File: src/rtl/ahb_mem_arbiter.sv
`default_nettype none
// ============================================================================
// Module      : ahb_mem_arbiter
// Description : Two-master AHB-Lite arbiter in front of a single AHB-Lite
//               memory slave (on-chip BRAM). Master 0 is the CPU and master 1
//               is the VGA frame-buffer fetch engine.
//
//               Each master's address phase goes into a one-entry request
//               buffer. Buffered requests are issued to the slave under
//               round-robin arbitration. A master that is not being served is
//               stalled through its own HREADY.
//
// Ports       : HCLK, HRESETn           clock, async active-low reset
//               HTRANS/HADDR/HWRITE/
//               HSIZE/HWDATA_M0/_M1     master-side request inputs
//               HREADY_M0/_M1           ready returned to each master
//               HRDATA_M0/_M1           read data returned to each master
//               HSEL_S..HWDATA_S        slave-side address/data phase
//               HREADY_S                HREADY into the slave
//               HREADYOUT_S, HRDATA_S   slave response
// Revision    : 1.0  initial release
// ============================================================================
module ahb_mem_arbiter #(
  parameter int ADDRW = 32
) (
  input  logic             HCLK,
  input  logic             HRESETn,
  // master 0 (CPU)
  input  logic [1:0]       HTRANS_M0,
  input  logic [ADDRW-1:0] HADDR_M0,
  input  logic             HWRITE_M0,
  input  logic [2:0]       HSIZE_M0,
  input  logic [31:0]      HWDATA_M0,
  output logic             HREADY_M0,
  output logic [31:0]      HRDATA_M0,
  // master 1 (VGA fetch)
  input  logic [1:0]       HTRANS_M1,
  input  logic [ADDRW-1:0] HADDR_M1,
  input  logic             HWRITE_M1,
  input  logic [2:0]       HSIZE_M1,
  input  logic [31:0]      HWDATA_M1,
  output logic             HREADY_M1,
  output logic [31:0]      HRDATA_M1,
  // memory slave
  output logic             HSEL_S,
  output logic [1:0]       HTRANS_S,
  output logic [ADDRW-1:0] HADDR_S,
  output logic             HWRITE_S,
  output logic [2:0]       HSIZE_S,
  output logic [31:0]      HWDATA_S,
  output logic             HREADY_S,
  input  logic             HREADYOUT_S,
  input  logic [31:0]      HRDATA_S
);

  // Request buffer layout: {HADDR, HWRITE, HSIZE}
  localparam int c_BUF_W = ADDRW + 4;

  // Data-phase owner; this register is the arbiter state machine.
  typedef enum logic [1:0] {
    OWN_NONE = 2'd0,
    OWN_M0   = 2'd1,
    OWN_M1   = 2'd2
  } owner_e;

  owner_e             r_dp_owner;
  owner_e             w_dp_owner_nxt;
  logic               r_pend0;
  logic               r_pend1;
  logic               w_pend0_nxt;
  logic               w_pend1_nxt;
  // 0 = M0 was granted last, 1 = M1 was granted last
  logic               r_last_grant;
  logic               w_last_grant_nxt;

  logic [c_BUF_W-1:0] r_buf0;
  logic [c_BUF_W-1:0] r_buf1;
  logic [c_BUF_W-1:0] r_hold;

  logic               w_cap0;
  logic               w_cap1;
  logic               w_any_pend;
  logic               w_win_m1;
  logic               w_grant;
  logic [c_BUF_W-1:0] w_win_buf;
  logic [c_BUF_W-1:0] w_addr_bus;

  // Only bit 1 of HTRANS matters: SEQ behaves as NONSEQ, BUSY as IDLE.
  logic               w_unused;
  assign w_unused = &{1'b0, HTRANS_M0[0], HTRANS_M1[0]};

  // --------------------------------------------------------------------------
  // Master-side ready. A waiting master is always stalled; the data-phase
  // owner follows the slave; everyone else is free to start a transfer.
  // --------------------------------------------------------------------------
  always_comb begin
    HREADY_M0 = 1'b1;
    if (r_pend0) begin
      HREADY_M0 = 1'b0;
    end else if (r_dp_owner == OWN_M0) begin
      HREADY_M0 = HREADYOUT_S;
    end
  end

  always_comb begin
    HREADY_M1 = 1'b1;
    if (r_pend1) begin
      HREADY_M1 = 1'b0;
    end else if (r_dp_owner == OWN_M1) begin
      HREADY_M1 = HREADYOUT_S;
    end
  end

  assign w_cap0 = HREADY_M0 & HTRANS_M0[1];
  assign w_cap1 = HREADY_M1 & HTRANS_M1[1];

  // --------------------------------------------------------------------------
  // Arbitration. With both pending, the master that was not granted last
  // wins; otherwise the single pending master wins. The winner is computed
  // from registered state only, so the slave address phase stays stable
  // while the slave inserts wait states.
  // --------------------------------------------------------------------------
  assign w_any_pend = r_pend0 | r_pend1;
  assign w_win_m1   = (r_pend0 & r_pend1) ? ~r_last_grant : r_pend1;
  assign w_grant    = HREADYOUT_S & w_any_pend;
  assign w_win_buf  = w_win_m1 ? r_buf1 : r_buf0;
  assign w_addr_bus = w_any_pend ? w_win_buf : r_hold;

  // --------------------------------------------------------------------------
  // Next-state logic
  // --------------------------------------------------------------------------
  always_comb begin
    w_pend0_nxt      = r_pend0;
    w_pend1_nxt      = r_pend1;
    w_last_grant_nxt = r_last_grant;
    w_dp_owner_nxt   = r_dp_owner;

    if (w_grant) begin
      w_last_grant_nxt = w_win_m1;
      if (w_win_m1) begin
        w_pend1_nxt = 1'b0;
      end else begin
        w_pend0_nxt = 1'b0;
      end
    end

    // A capture needs HREADY_Mx=1, which implies the master is not pending,
    // so it can never coincide with a grant of the same buffer.
    if (w_cap0) begin
      w_pend0_nxt = 1'b1;
    end
    if (w_cap1) begin
      w_pend1_nxt = 1'b1;
    end

    // The data phase advances only when the slave completes its beat.
    if (HREADYOUT_S) begin
      if (w_any_pend) begin
        w_dp_owner_nxt = w_win_m1 ? OWN_M1 : OWN_M0;
      end else begin
        w_dp_owner_nxt = OWN_NONE;
      end
    end
  end

  always_ff @(posedge HCLK or negedge HRESETn) begin
    if (!HRESETn) begin
      r_pend0      <= 1'b0;
      r_pend1      <= 1'b0;
      r_last_grant <= 1'b1;
      r_dp_owner   <= OWN_NONE;
    end else begin
      r_pend0      <= w_pend0_nxt;
      r_pend1      <= w_pend1_nxt;
      r_last_grant <= w_last_grant_nxt;
      r_dp_owner   <= w_dp_owner_nxt;
    end
  end

  // --------------------------------------------------------------------------
  // Request buffers and idle-bus hold register
  // --------------------------------------------------------------------------
  always_ff @(posedge HCLK or negedge HRESETn) begin
    if (!HRESETn) begin
      r_buf0 <= '0;
      r_buf1 <= '0;
      r_hold <= '0;
    end else begin
      if (w_cap0) begin
        r_buf0 <= {HADDR_M0, HWRITE_M0, HSIZE_M0};
      end
      if (w_cap1) begin
        r_buf1 <= {HADDR_M1, HWRITE_M1, HSIZE_M1};
      end
      // Remember the last driven address phase so the bus does not toggle
      // when it goes idle.
      if (w_any_pend) begin
        r_hold <= w_win_buf;
      end
    end
  end

  // --------------------------------------------------------------------------
  // Slave address phase
  // --------------------------------------------------------------------------
  assign HSEL_S   = w_any_pend;
  assign HTRANS_S = w_any_pend ? 2'b10 : 2'b00;
  assign HADDR_S  = w_addr_bus[c_BUF_W-1:4];
  assign HWRITE_S = w_addr_bus[3];
  assign HSIZE_S  = w_addr_bus[2:0];

  // --------------------------------------------------------------------------
  // Data phase
  // --------------------------------------------------------------------------
  always_comb begin
    HWDATA_S = 32'h0;
    case (r_dp_owner)
      OWN_M0:  HWDATA_S = HWDATA_M0;
      OWN_M1:  HWDATA_S = HWDATA_M1;
      default: HWDATA_S = 32'h0;
    endcase
  end

  assign HRDATA_M0 = HRDATA_S;
  assign HRDATA_M1 = HRDATA_S;
  assign HREADY_S  = HREADYOUT_S;

endmodule
`default_nettype wire

File: config.mk
export PLATFORM = sky130hd
export DESIGN_NAME = ahb_mem_arbiter
export DESIGN_NICKNAME = d
export VERILOG_FILES = /design/src/rtl/ahb_mem_arbiter.sv
export SDC_FILE = /design/constraint.sdc
export NUM_CORES = 1
export LEC_CHECK = 0
export ABC_CLOCK_PERIOD_IN_PS = 2550
export BUFFER_PORTS_ARGS = -buffer_cell sky130_fd_sc_hd__buf_2
export CAP_MARGIN = 20
export CORE_AREA = 2 2 121 123
export DETAILED_ROUTE_END_ITERATION = 7
export DIE_AREA = 0 0 123 125
export PLACE_DENSITY_LB_ADDON = 0.05
export SLEW_MARGIN = 10
export SYNTH_ARGS = -nofsm -noshare
export SYNTH_HDL_FRONTEND = slang
export SYNTH_SLANG_ARGS = --single-unit
File: constraint.sdc
create_clock -name HCLK -period 2.55 [get_ports HCLK]
set_input_delay 0.1275 -clock HCLK [delete_from_list [all_inputs] [get_ports HCLK]]
set_output_delay 0.1275 -clock HCLK [all_outputs]
set_load 0.03 [all_outputs]
Word-level counts from Yosys, hierarchy flattened

Index checks and enable logic that the tools add are counted.

Input bits: 175
Output and inout port bits: 138
Register bits after elaboration: 113
Logic and storage cells: 38
Memory bits (read-only): 0
Memory bits (writable): 0
Latch bits: 0
Memories kept: 0

Bitwise operators: 6
Add/sub/neg operators: 0
Order comparisons: 0
Muxes and demuxes: 17
Div/mod/pow operators: 0
Shifts and indexed selects: 0
Reduce and logical (&&, ||, !) cells: 5
Equal/unequal tests: 3
$mul: 0

Operators by type and width:

| cell                 | count |
|---|---|
| $mux W36             | 2 |
| $pmux W32 S2         | 1 |
| $mux W1              | 11 |
| $mux W2              | 3 |
| $reduce_bool A2 Y1   | 3 |
| $and A1 B1 Y1        | 4 |
| $reduce_and A2 Y1    | 2 |
| $eq A2 B1 Y1 const B | 1 |
| $eq A2 B2 Y1 const B | 1 |
| $ne A2 B2 Y1 const B | 1 |
| $not A1 Y1           | 1 |
| $or A1 B1 Y1         | 1 |

Longest topological paths before layout

Gate-level depths: netlist (run 1).

Depth in word-level cells: 6
Mapped depth: 8
Depth with buffers taken out: 5

Worst setup path before layout (run 1)

Ideal clock, no wire load.

Path type: register -> register
From: register r_dp_owner[0]
To: register r_buf1[11]
Arrival: 1.655 ns
Library setup time: 0.125 ns
Clock period less this slack: 1.780 ns
Setup slack: 0.770 ns
Data required time: 2.425 ns
Path buffers: 2
Stages on the path, launching flop included: 8
Cell sequence: dfrtp_1 -> inv_1 -> ha_1 -> clkbuf_1 -> nor2b_4 -> nor3_4 -> buf_6 -> mux2_2

Longest elaborated chain between the ends: 4

Ends and longest elaborated chain:

| what                     | line | text |
|---|---|---|
| start: declaration       | 66   | `owner_e r_dp_owner;` |
| start signal: assignment | 176  | `r_dp_owner <= w_dp_owner_nxt;` |
| $eq A2 B2 Y1             | 109  | `end else if (r_dp_owner == OWN_M1) begin` |
| $mux W1                  | 109  |  |
| $mux W1                  | 107  | `if (r_pend1) begin` |
| $and A1 B1 Y1            | 115  | `assign w_cap1 = HREADY_M1 & HTRANS_M1[1];` |
| end signal: assignment   | 193  | `r_buf1 <= {HADDR_M1, HWRITE_M1, HSIZE_M1};` |
| end: declaration         | 77   | `logic [c_BUF_W-1:0] r_buf1;` |

Every way passes these cells.
A chain may end at the register's enable or synchronous reset.

Worst setup path in the final report (run 1)

From: register r_dp_owner[0]
To: output port HWDATA_S[7]

Longest elaborated chain between the ends: 2
Elaborated cells on any way between the ends: 3
Classes of those cells: 2 x eq/ne; 1 x mux

Ends and longest elaborated chain:

| what                                         | line | text |
|---|---|---|
| $eq A2 B2 Y1 or $eq A2 B1 Y1 (tied branches) | 217  | `case (r_dp_owner)` |
| $pmux W32 S2 (*)                             | 217  |  |
| end: declaration                             | 50   | `output logic [31:0] HWDATA_S,` |

Every way passes the cells marked *; elsewhere a longest branch is shown, timed or not.

==> results.md, run 1 <==
Critical path:
- Along the worst path, the maximum fanout reaches 32.
- The startpoint identified for the worst register-to-register timing path is r_dp_owner[0].
- The reg-to-reg setup timing slack is approximately 0.74 ns.
- The critical path data arrival time is 2.16 ns.
- The cell count of the worst reg-to-reg path is 5.
- By startpoint and endpoint, the worst setup path is classified as reg2out.
- For the worst setup path, the data required time is between 2 and 2.5 ns.
- The worst register-to-register path ends at r_buf0[7].
- The worst setup path is captured at an output port.
- The worst setup path is launched from a flip-flop.

Job:
- The tool flagged a number of max-cap violations equal to 0.

Floorplanning:
- The vertical die dimension is between 100 and 150 um.
- After floorplanning, the core was divided into 44 placement rows.
- The die extent in x is roughly 120 um.
- The initial utilization of the core area, before any placement, comes to 0.410.
- During I/O placement, the number of pins put on the boundary was between 300 and 400.
- The die covers between 0.015 and 0.02 mm^2.
- The placeable core region is roughly 0.014 mm^2.

CTS:
- CTS saw ~110 sinks.
- The number of buffers created by CTS is 17.
- The buffer depth of the longest clock path is 2.
- After clock tree synthesis, the repair step resized 0 gates.
- Clock latency on the worst-skew pair, taken at its later pin, is 0.41 ns.
- The TritonCTS clock tree is yes.
- After clock tree synthesis, the clock-pin slew on the worst setup and hold paths is approximately 0.05 ns.
- In this run the number of H-tree levels came out at 4.
- In this run the clock root is driven by a sky130_fd_sc_hd__clkbuf_16.

Timing:
- Setup violations remaining at the end of the flow were counted as 0.
- The setup TNS is 0 ns.
- The normalized max-slew margin is 0.346.
- The worst clock skew on the final layout is about 0.0064 ns.
- Setup repair after global routing left no endpoint under its margin.
- The transition at the pin with the smallest max-transition slack is 0.982 ns.
- Derived from the worst setup path, the maximum achievable clock frequency is ~440 MHz.
- The max-slew violation count is 0.
- In the finished design, the share of the clock period the worst path needs comes to 0.897.
- The final number of hold-violating endpoints is 0.
- The time the final worst path needs with I/O delays and setup is around 2.3 ns.

Worst hold path:
- Counting instances, the worst hold path has a depth of 2.
- For hold timing, the worst endpoint is r_last_grant.
- The source of the worst hold timing path is HREADYOUT_S.
- The path type of the worst min-delay path is in2reg.

Synthesis:
- The count of mapped cells out of synthesis is 489.
- The post-synthesis average cell area is between 10 and 15 um^2.
- The net count after synthesis is 666.
- The synthesized design contains between 100 and 150 register bits.
- Summing every instance area after synthesis gives a little under 0.006 mm^2.
- In this run, distinct cell masters in the synthesized netlist total 29.
- For this run, the register share of the synthesized area comes to 0.486.
- The count of synthesis-stage warnings from yosys is 0.

Routing:
- The number of detailed-routing iterations run before antenna repair is 5.
- Dividing the detail-routed wire length by the instance count gives between 15 and 20 um.
- Summing over every cut layer, the via total after detailed routing is 4716.
- The final routed DRC violation total is 0.
- The number of antenna-violating nets in the routed design is 0.
- In the routed layout, each cell is associated on average with a via count of about 5.2.
- The number of DRC markers after the initial detailed-route iteration is around 280.
- The total routed wirelength is ~18 mm.

Global routing:
- The total routing resource utilization after global routing is 0.237.
- For met1 alone, demand over resource in global routing was 0.319.
- met2 is the most crowded layer.
- The total overflow left after global routing is 0.
- Entering global routing, the biggest net connects 57 pins.
- In the global route stage, met2 resource usage came out at 0.338.
- The via count of the first global-routing pass is slightly below 5000.
- The first-pass GRT wire length is between 20 and 30 mm.
- The met3 demand-to-capacity share in global routing is 0.0944.
- The initial antenna violation count was 2.

Pwr:
- The leakage component of the power is between 3 and 4 nW.
- The internal power is about 7 mW.
- Of the total power, the share spent switching nets is 0.429.
- The power density of the placed cells is about 1600 mW/mm^2.
- The combinational power share is 0.530.
- The share of total power dissipated in sequential elements is 0.264.
- The largest voltage drop on the vdd net is a little under 0.001 V.
- The portion of total power attributed to the clock network is 0.206.
- Summed over all nets, the switching power comes to roughly 5.3 mW.

Layout:
- The proportion of layout cells with a drive suffix above 1 is 0.519.
- The count of inserted antenna diode cells is 0.
- The finished cells cover 0.00792 mm^2.
- The library cells used most frequently in the layout, excluding fill and tap cells, are sky130_fd_sc_hd__buf_2, sky130_fd_sc_hd__dfrtp_1, sky130_fd_sc_hd__dlygate4sd3_1, sky130_fd_sc_hd__mux2_2, sky130_fd_sc_hd__nor2b_1.
- The final layout contains slightly below 900 nets.
- The most common cell after layout, fill and taps aside is sky130_fd_sc_hd__buf_2.
- The area growth from synthesis to layout is 36.0%.

Place:
- The post-detailed-placement half-perimeter wirelength is 12.5 mm.
- After detailed placement, the total cell area comes to around 0.0066 mm^2.
- The global placement routability congestion is 0.879.
- Port buffering added 213 buffers.

Outcome:
- The run finished with clean final reports.
-- final cells by class --
cell class / count / area (um^2)
repair buffers: 302 / 1930
clock inverters: 9 / 153
inverters: 3 / 11.3
flip-flops and latches: 113 / 2830
multi-input cells: 267 / 2280
fillers: 1267 / 6280
well taps: 184 / 230
clock buffers: 23 / 488
-- worst max-delay path, stage by stage (launching register included) --
cell and delay (ns):
sky130_fd_sc_hd__dfrtp_1 0.34, sky130_fd_sc_hd__inv_1 0.06, sky130_fd_sc_hd__ha_1 0.93, sky130_fd_sc_hd__nor2_1 0.16, sky130_fd_sc_hd__buf_2 0.23
-- worst max path at each step --
stage                       end  slack, ns           from  depth (start not counted)
floorplan            r_buf1[11]       0.77  r_dp_owner[0]                          7
global placement     r_buf0[14]       0.72  r_dp_owner[0]                          5
detailed placement  HWDATA_S[7]       0.68  r_dp_owner[0]                          4
CTS                 HWDATA_S[7]       0.23  r_dp_owner[0]                          4
global route        HWDATA_S[7]       0.11  r_dp_owner[0]                          4
finish              HWDATA_S[7]       0.26  r_dp_owner[0]                          4
-- power by group through the flow --
stage	Combinational, mW	Clock [mW]	Sequential [mW]
CTS	6.61	2.60	3.26
global placement	6.44	0	3.25
detailed placement	6.48	0	3.29
finish	6.56	2.55	3.26
floorplan	5.12	0	3.10
global route	7.04	2.69	3.38
-- registers in the layout, summed over array words and instances (netlist names) --
signal        count
r_buf1           36
r_pend0           1
r_pend1           1
r_last_grant      1
r_buf0           36
r_hold           36
r_dp_owner        2
-- cell usage after synthesis --
cell                       number  area (um^2)
sky130_fd_sc_hd__dfrtp_1      112         2800
sky130_fd_sc_hd__mux2_2        69          777
sky130_fd_sc_hd__buf_4         68          510
sky130_fd_sc_hd__nor2b_1       37          231
sky130_fd_sc_hd__a211o_1       36          315
sky130_fd_sc_hd__o221a_2       36          405
sky130_fd_sc_hd__nor2_1        35          131
sky130_fd_sc_hd__a22oi_1       32          240
sky130_fd_sc_hd__clkbuf_1      19         71.3
sky130_fd_sc_hd__buf_2         12         60.1
sky130_fd_sc_hd__buf_6          6         67.6
sky130_fd_sc_hd__inv_1          3         11.3
sky130_fd_sc_hd__mux2_1         3         33.8
sky130_fd_sc_hd__nand2_1        3         11.3
sky130_fd_sc_hd__ha_1           2         25.0
sky130_fd_sc_hd__nand3_1        2         10.0
sky130_fd_sc_hd__o21ai_0        2         10.0
sky130_fd_sc_hd__a21o_1         1         7.51
sky130_fd_sc_hd__a21oi_1        1         5.00
sky130_fd_sc_hd__a31oi_1        1         6.26
sky130_fd_sc_hd__buf_1          1         3.75
sky130_fd_sc_hd__conb_1         1         3.75
sky130_fd_sc_hd__dfstp_2        1         26.3
sky130_fd_sc_hd__nand2b_1       1         6.26
sky130_fd_sc_hd__nor2b_4        1         13.8
sky130_fd_sc_hd__nor3_4         1         16.3
sky130_fd_sc_hd__nor3b_1        1         7.51
sky130_fd_sc_hd__o21a_1         1         7.51
sky130_fd_sc_hd__or2_2          1         6.26
-- routing by layer --
layer | share of wire | vias up
met4 | 0.029 | 4
met3 | 0.098 | 50
met5 | 0.0014 | -
met2 | 0.44 | 196
met1 | 0.43 | 2317
li1 | - | 2149
-- timing repair --
action                    CTS  global route
setup buffers               0             0
hold endpoints to repair  102             0
hold buffers               73             0
-- kinds of logic after synthesis --
logic type               share of synthesized area
other                                     0.000644
AND/OR/NAND/NOR                             0.0745
adder cells (fa/ha/maj)                    0.00430
multiplexers                                 0.139
AO/OA/AOI/OAI                                0.171
buffers and inverters                        0.124
flip-flops                                   0.486
-- stage by stage --
stage          hold slack, ns  total power, mW  std cells   util  setup slack, ns
3_5_place_dp            0.115             9.77        796  0.461            0.681
2_1_floorplan          -0.168             8.23        489      -            0.770
6_report               0.0520             12.4        901  0.558            0.263
5_1_grt                0.0673             13.1        901  0.558            0.110
4_1_cts                0.0338             12.5        901  0.558            0.234
3_3_place_gp            0.105             9.68        796  0.461            0.724
No activity file was read; power rests on OpenSTA's default activity.
==> run 2: changes to the inputs <==
--- a/config.mk
+++ b/config.mk
@@ -5,13 +5,15 @@
 export SDC_FILE = /design/constraint.sdc
 export NUM_CORES = 1
 export LEC_CHECK = 0
+export ABC_AREA = 1
 export ABC_CLOCK_PERIOD_IN_PS = 2550
 export BUFFER_PORTS_ARGS = -buffer_cell sky130_fd_sc_hd__buf_2
 export CAP_MARGIN = 20
-export CORE_AREA = 2 2 121 123
+export CORE_MARGIN = 4
+export CORE_UTILIZATION = 46
 export DETAILED_ROUTE_END_ITERATION = 7
-export DIE_AREA = 0 0 123 125
 export PLACE_DENSITY_LB_ADDON = 0.05
+export REMOVE_ABC_BUFFERS = 1
 export SLEW_MARGIN = 10
 export SYNTH_ARGS = -nofsm -noshare
 export SYNTH_HDL_FRONTEND = slang
==> results.md, run 2 <==
Outcome:
- The flow ran to the end, and the final reports show no timing, DRC or antenna violations.

Timing:
- The normalized max-slew margin is 0.298 (-0.0481).
- Setup repair after global routing left no endpoint under its margin.
- The final number of hold-violating endpoints is 0 (unchanged).
- The transition at the pin with the smallest max-transition slack was 1.05 ns (+0.0722 ns).
- The count of final setup violators is 0 (unchanged).
- The worst clock skew on the final layout came to 0.00836 ns (+0.00198 ns).
- The maximum clock frequency came to 419 MHz (-4.3%).
- The worst hold slack after final layout is 0.0156 ns (-0.0364 ns).
- The max-slew violation count is 0 (unchanged).
- The time the final worst path needs with I/O delays and setup was 2.39 ns (+0.102 ns).
- The setup TNS came to 0 ns (unchanged).
- The period utilization was 0.937 (+0.0401).

Pwr:
- The power density of the placed cells is 1470 mW/mm^2 (-6.2%).
- The largest voltage drop on the vdd net is 0.000725 V (-26%).
- The portion of total power attributed to the clock network is 0.203 (-0.003).
- The switching power total is 5.54 mW (+4.3%).
- The switching portion of total power is 0.488 (+0.0586).
- The internal power is 5.82 mW (-18%).
- The overall power of the completed layout is 11.4 mW (-8.2%).
- The combinational power share is 0.524 (-0.006).
- The part of the total power dissipated in sequential elements is 0.273 (+0.009).
- The leakage component of the power was 4.07 nW (+9.4%).

CTS:
- The quantity of gates resized following cts came to 0 (unchanged).
- The count of clock tree sinks is 113 (unchanged).
- TritonCTS built the clock tree.
- The clock slew at the register clock pins of the worst setup and hold paths came to 0.05 ns (about the same).
- The number of buffers created by CTS came to 17 (unchanged).
- The buffer depth of the longest clock path is 2 (unchanged).
- The H-tree depth reported by CTS is 4 (unchanged).
- The insertion delay of the later-clocked pin in the worst-skew pair is 0.41 ns (about the same).
- The cell sitting at the root of the clock tree is a sky130_fd_sc_hd__clkbuf_16.

Routing:
- The number of antenna-violating nets in the routed design is 0 (unchanged).
- The total routed wirelength came to 22.2 mm (+26%).
- The number of DRC markers after the initial detailed-route iteration is 520 (+84%).
- The average via count per standard cell is 5.39 (+2.9%).
- The number of detailed-routing iterations run before antenna repair came to 6 (+1).
- The routed length on met2 is 9.49 mm (+22%).
- The detailed router used layers up to and including met5.
- The wire length on met1 came to 9.27 mm (+22%).
- The mean routed wirelength per cell is 20.3 um (+3.4%).
- The total via count after detailed routing is 5895 (+25%).
- The amount of wire on met3 after detailed routing is 3.04 mm (+75%).
- The final routed DRC violation total is 0 (unchanged).

Place:
- The post-detailed-placement half-perimeter wirelength is 14.8 mm (+18%).
- The number of buffer cells added on primary ports is 213 (unchanged).
- The global placement routability congestion is 0.799 (-9.1%).
- The total cell area at the placement stage came to 0.00649 mm^2 (-0.92%).

Layout:
- The library cell used most frequently in the layout, excluding fill and tap cells, is sky130_fd_sc_hd__nand2_1.
- The count of inserted antenna diode cells was 0 (unchanged).
- The final non-filler cell area was 0.00775 mm^2 (-2.2%).
- The net count reported at finish is 1087 (+23%).
- The filler cell count in the final layout was 1159 (-8.5%).
- The synthesis-to-finish area growth is 31.1%.
- The area used by sequential logic in the layout is 0.00283 mm^2 (about the same).
- The final standard cell utilization of the core is 0.614 (+0.0563).
- The largest registers in the layout are r_buf0: 36 flops, r_buf1: 36 flops, r_hold: 36 flops.
- The area used by multi-input combinational logic is 0.00223 mm^2 (-2.3%).
- Leaving out fill and tap cells, the most frequent cells in the layout are sky130_fd_sc_hd__nand2_1, sky130_fd_sc_hd__buf_2, sky130_fd_sc_hd__dfrtp_1, sky130_fd_sc_hd__nand3_1, sky130_fd_sc_hd__nand4_1.
- The proportion of layout cells with a drive suffix above 1 came to 0.291 (-0.228).

Critical path:
- The element type at the critical path start is a flip-flop.
- The setup path with the least slack is of type reg2out.
- The origin of the critical flop-to-flop path is r_dp_owner[0].
- The critical path data arrival time is 2.26 ns (+0.10 ns).
- The kind of capture point of the worst setup path is an output port.
- The signal on the critical path passes through inv_1 > ha_1 > a21oi_1 > buf_2.
- On the critical path, the stage with the largest delay is an instance of sky130_fd_sc_hd__ha_1.
- Tracing the worst setup path back leads to its startpoint at r_dp_owner[0].
- The required time at the worst-slack endpoint was 2.42 ns (about the same).
- The delay of the slowest cell on the worst path came to 0.99 ns (+0.06 ns).
- The largest fanout on the critical path was 32 (unchanged).

Synthesis:
- The share of flip-flops with an asynchronous set or reset is 1.00 (unchanged).
- The area share of the largest cell type after synthesis is 0.474 (-0.00723).
- The count of synthesis-stage warnings from yosys is 0 (unchanged).
- The count of mapped cells out of synthesis is 722 (+48%).
- The netlist area before placement is 0.00591 mm^2 (+1.5%).
- By area the synthesized netlist is led by sky130_fd_sc_hd__dfrtp_1, sky130_fd_sc_hd__nand2_1, sky130_fd_sc_hd__nand3_1, sky130_fd_sc_hd__buf_4, sky130_fd_sc_hd__nand4_1.
- Among all cell types in the netlist, the one instantiated most often is sky130_fd_sc_hd__nand2_1.
- For this run, the leading register cell type out of synthesis is sky130_fd_sc_hd__dfrtp_1.
- Sorting the synthesized cells by how often they occur yields sky130_fd_sc_hd__nand2_1, sky130_fd_sc_hd__dfrtp_1, sky130_fd_sc_hd__nand3_1.
- The number of flops mapped to enable cells by yosys came to 0 (unchanged).
- The count of different cell masters after synthesis is 19 (-34%).
- The post-synthesis average cell area came to 8.19 um^2 (-31%).
- Summed over all instances, the cell type with the most area after synthesis is sky130_fd_sc_hd__dfrtp_1.
- The register bit total from synthesis is 113 (unchanged).
- The proportion of synthesized chip area in sequential cells is 0.478 (-0.00730).

Global routing:
- The total routing resource utilization after global routing was 0.303 (+0.0665).
- The first-pass GRT wire length is 33.5 mm (+24%).
- The via count of the first global-routing pass is 5816 (+19%).
- The initial antenna violation count is 0 (-2).
- The leftover overflow at the end of global routing was 0 (unchanged).
- The maximum number of pins on one net before global-route repair is 91 (+60%).

Floorplanning:
- The placeable core region came to 0.0126 mm^2 (-11%).
- The vertical die dimension is 121 um (-2.9%).
- The die area is 0.0147 mm^2 (-4.2%).
- The number of placed I/O pins is 313 (unchanged).
- The initial cell density of the core is 0.469 (+0.0585).
- The number of placement rows is 41 (-6.8%).
- The die extent in x came to 121 um (-1.3%).

Worst hold path:
- The worst hold path belongs to the class in2reg.
- The worst hold path begins at HADDR_M1[31].

Job:
- The count of maximum capacitance violations is 0 (unchanged).
[run 2: cell types whose count changed after synthesis, sizes merged, moves of 35 or more]
| cell | delta |
|---|---|
| nor2 | -35 |
| a211o | -36 |
| nand3 | +110 |
| nor2b | -38 |
| mux2 | -72 |
| o221a | -36 |
| nand4 | +72 |
| nand2 | +251 |
[run 2: cells by family after synthesis]
kind of cell	after synthesis	synth area share
flip-flops	113	0.478
AND/OR/NAND/NOR	438	0.340
buffers and inverters	131	0.146
other	1	0.000634
AO/OA/AOI/OAI	37	0.0313
adder cells (fa/ha/maj)	2	0.00423
[run 2: worst paths after layout]
kind	end	cells after the start	slack [ns]
min in group asynchronous	r_buf0[27]	2	0.18
max in group asynchronous	r_buf0[20]	3	1.58
worst max register to register	r_buf0[19]	5	0.37
worst max-delay path	HWDATA_S[5]	4	0.16
worst min-delay path	r_buf1[35]	3	0.02
worst min register to register	r_buf1[34]	2	0.47
[run 2: layer usage]
metal,vias to the layer above,GRT usage
met2,355,0.436
met4,2,0.0784
met3,28,0.157
met1,2773,0.401
li1,2737,-
met5,-,0.0404
[run 2: timing repair]
action,CTS,global route
endpoints found under the hold margin,90,0
hold buffers,67,0
setup buffers,0,0
[run 2: power groups by stage]
stage	clock network [mW]	registers (mW)	logic (mW)
2_1_floorplan	0	3.04	3.80
3_3_place_gp	0	3.08	5.79
3_5_place_dp	0	3.11	5.87
4_1_cts	2.34	3.09	5.97
5_1_grt	2.43	3.20	6.46
6_report	2.31	3.10	5.95
[run 2: final cells by class]
type	instances	area share
sequential	113	0.365
timing repair buffer	294	0.241
clock inverter	4	0.00581
multi-input combinational	478	0.287
tap	172	0.0278
clock buffer	27	0.0701
inverter	6	0.00291
[run 2: worst max-delay path: cells and delay by family (launching register included)]
family	cells	cell delay (ns)
DFF	1	0.35
adders and majority gates	1	0.99
AOI/OAI and AO/OA	1	0.17
buffers and inverters	2	0.34
[run 2: through the flow]
step / setup WS, ns / std cells
2_1_floorplan: -0.555 / 597
3_3_place_gp: 0.457 / 996
3_5_place_dp: 0.362 / 996
4_1_cts: 0.132 / 1094
5_1_grt: 0.00828 / 1094
6_report: 0.161 / 1094
==> run 3: changes to the inputs <==
--- a/config.mk
+++ b/config.mk
@@ -9,9 +9,12 @@
 export ABC_CLOCK_PERIOD_IN_PS = 2550
 export BUFFER_PORTS_ARGS = -buffer_cell sky130_fd_sc_hd__buf_2
 export CAP_MARGIN = 20
+export CELL_PAD_IN_SITES_DETAIL_PLACEMENT = 0
+export CELL_PAD_IN_SITES_GLOBAL_PLACEMENT = 2
 export CORE_MARGIN = 4
-export CORE_UTILIZATION = 46
+export CORE_UTILIZATION = 24
 export DETAILED_ROUTE_END_ITERATION = 7
+export HOLD_SLACK_MARGIN = 0.05
 export PLACE_DENSITY_LB_ADDON = 0.05
 export REMOVE_ABC_BUFFERS = 1
 export SLEW_MARGIN = 10
==> results.md, run 3 (synthesis gave the netlist of run 2 again) <==
Place:
- The post-detailed-placement half-perimeter wirelength is 17.4 mm (+18%).
- The global placement routability congestion is 0.717 (-10%).
- The worst slack after detailed placement was 0.496 ns (+0.133 ns).
- The number of buffer cells added on primary ports is 213 (unchanged).
- The number of cells after detailed placement came to 1152 (+16%).

Outcome:
- The flow ran to the end, and the final reports show no timing, DRC or antenna violations.

Routing:
- The number of antenna-violating nets in the routed design is 0 (unchanged).
- The total routed wirelength is 25.9 mm (+17%).
- The number of detailed-routing iterations run before antenna repair is 5 (-1).
- The number of DRC markers after the initial detailed-route iteration came to 297 (-43%).
- The total via count after detailed routing is 5799 (-1.6%).
- The final routed DRC violation total is 0 (unchanged).
- The average via count per standard cell is 4.61 (-14%).
- The mean routed wirelength per cell is 20.6 um (+1.6%).

Layout:
- The count of inserted antenna diode cells was 0 (unchanged).
- The net count reported at finish came to 1098 (+1.0%).
- The area used by multi-input combinational logic is 0.00223 mm^2 (unchanged).
- The synthesis-to-finish area growth is 36.1%.
- The largest registers in the layout are r_buf0: 36 flops, r_buf1: 36 flops, r_hold: 36 flops.
- The library cell used most frequently in the layout, excluding fill and tap cells, is sky130_fd_sc_hd__nand2_1.
- The area used by sequential logic in the layout is 0.00283 mm^2 (unchanged).
- The final instance count without filler cells is 1258 (+15%).
- The proportion of layout cells with a drive suffix above 1 is 0.293 (+0.00269).
- The filler cell count in the final layout was 2624 (+130%).
- The top cell types in the final layout, fill and taps aside, are sky130_fd_sc_hd__nand2_1, sky130_fd_sc_hd__buf_2, sky130_fd_sc_hd__dfrtp_1, sky130_fd_sc_hd__nand3_1, sky130_fd_sc_hd__dlygate4sd3_1.

Timing:
- The time the final worst path needs with I/O delays and setup is 2.35 ns (-0.0441 ns).
- The max-slew violation count is 0 (unchanged).
- The final number of hold-violating endpoints is 0 (unchanged).
- The maximum clock frequency is 426 MHz (+1.9%).
- The worst setup slack after layout was 0.205 ns (+0.0441 ns).
- The period utilization came to 0.920 (-0.0173).
- The worst clock skew on the final layout is 0.00860 ns (+0.000245 ns).
- Setup repair after global routing left no endpoint under its margin.
- The normalized max-slew margin was 0.574 (+0.277).
- The count of final setup violators is 0 (unchanged).
- The transition at the pin with the smallest max-transition slack was 0.638 ns (-0.415 ns).

Critical path:
- The delay of the slowest cell on the worst path is 0.52 ns (-0.47 ns).
- The critical path data arrival time was 2.22 ns (-0.04 ns).
- The element type at the critical path start is a flip-flop.
- The buffering stage count on the worst path with inverters included was 3 (+1).
- The required time at the worst-slack endpoint came to 2.42 ns (about the same).
- The slowest stage of the critical path belongs to the cell sky130_fd_sc_hd__ha_1.
- The largest fanout on the critical path is 15 (-53%).
- The kind of cell adding the most delay to the critical path is buffers and inverters.
- The worst setup path is captured at an output port.
- The category of the critical setup timing path is reg2out.
- Traced cell by cell, the critical path runs through inv_1 > ha_1 > buf_4 > nand2_1 > a21oi_1 > buf_2.

Global routing:
- The via count of the first global-routing pass was 6122 (+5.3%).
- The maximum number of pins on one net before global-route repair is 49 (-46%).
- The total routing resource utilization after global routing is 0.191 (-0.113).
- The first-pass GRT wire length was 38.1 mm (+14%).
- The leftover overflow at the end of global routing is 0 (unchanged).
- The initial antenna violation count is 0 (unchanged).

Floorplanning:
- The number of placement rows came to 57 (+39%).
- The placeable core region is 0.0242 mm^2 (+92%).
- The number of placed I/O pins is 313 (unchanged).
- The vertical die dimension was 165 um (+36%).
- The die area was 0.0272 mm^2 (+85%).
- The die extent in x is 165 um (+36%).
- The initial cell density of the core is 0.244 (-0.225).

Job:
- The count of maximum capacitance violations was 0 (unchanged).

CTS:
- The buffer depth of the longest clock path is 2 (unchanged).
- The number of buffers created by CTS came to 17 (unchanged).
- The count of clock tree sinks was 113 (unchanged).
- The number of setup buffers added after CTS is 0 (unchanged).
- The clock root buffer is sky130_fd_sc_hd__clkbuf_16.
- The TritonCTS clock tree is yes.
- The insertion delay of the later-clocked pin in the worst-skew pair was 0.42 ns (about the same).
- The clock slew at the register clock pins of the worst setup and hold paths is 0.06 ns (about the same).
- The quantity of gates resized following cts came to 0 (unchanged).
- The H-tree depth reported by CTS is 4 (unchanged).

Pwr:
- The largest voltage drop on the vdd net came to 0.000567 V (-22%).
- The power density of the placed cells is 1440 mW/mm^2 (-1.8%).
- The leakage component of the power is 4.10 nW (+0.76%).
- The overall power of the completed layout is 11.6 mW (+2.0%).

Worst hold path:
- The path class of the tightest hold or removal check is in2reg.
-- run 3: cell count changes in the layout (fill, tap and decap cells not counted), sizes merged --
cell / previous run / this run
buf: 227 / 231
clkinvlp: 0 / 4
bufinv: 1 / 2
clkbuf: 27 / 23
dlygate4sd3: 67 / 74
-- run 3: metal layers --
layer	part of all wire	GRT usage
met3	0.11	0.0883
met4	0.014	0.0495
met1	0.46	0.256
met2	0.42	0.274
met5	0.0033	0.0341
-- run 3: cell type report --
class / instances / area share
Clock buffer: 23 / 0.0606
Clock inverter: 9 / 0.0131
Inverter: 6 / 0.00280
Multi-Input combinational cell: 478 / 0.277
Sequential cell: 113 / 0.352
Tap cell: 324 / 0.0504
Timing Repair Buffer: 305 / 0.245
-- run 3: where the power goes --
| group | total [mW] | switching [mW] | leakage (nW) | internal (mW) |
|---|---|---|---|---|
| sequential | 3.05 | 0.378 | 1.40 | 2.67 |
| clock | 2.38 | 0.846 | 0.281 | 1.53 |
| combinational | 6.15 | 4.51 | 2.42 | 1.64 |
-- run 3: stage by stage --
stage	hold WS [ns]	TNS, ns	cell area [um^2]	util
floorplan	-0.168	-35.99	5070	-
global placement	0.180	0	6710	0.277
detailed placement	0.193	0	6710	0.277
CTS	0.184	0	8050	0.332
global route	0.220	0	8050	0.332
finish	0.192	0	8050	0.332
-- run 3: worst paths after layout --
check                      slack, ns           from  cells past startpoint           end
max                             0.20  r_dp_owner[0]                      6  HWDATA_S[17]
min in group asynchronous       0.29        HRESETn                      2    r_buf0[15]
max reg2reg                     0.53  r_dp_owner[0]                      6    r_buf1[18]
min reg2reg                     0.47      r_buf1[1]                      2     r_buf1[1]
max in group asynchronous       1.51        HRESETn                      3    r_hold[25]
min                             0.19   HTRANS_M0[1]                      3    r_buf0[11]
-- run 3: worst min-delay path, delay by kind of cell --
family	cells	cell delay, ns
buffers and inverters	1	0.24
AND/OR/NAND/NOR	2	0.20
-- run 3: what timing repair did --
action                                 4_1_cts  5_1_grt
setup endpoints to repair                    0        0
hold buffers                                74        0
endpoints found under the hold margin      116        0
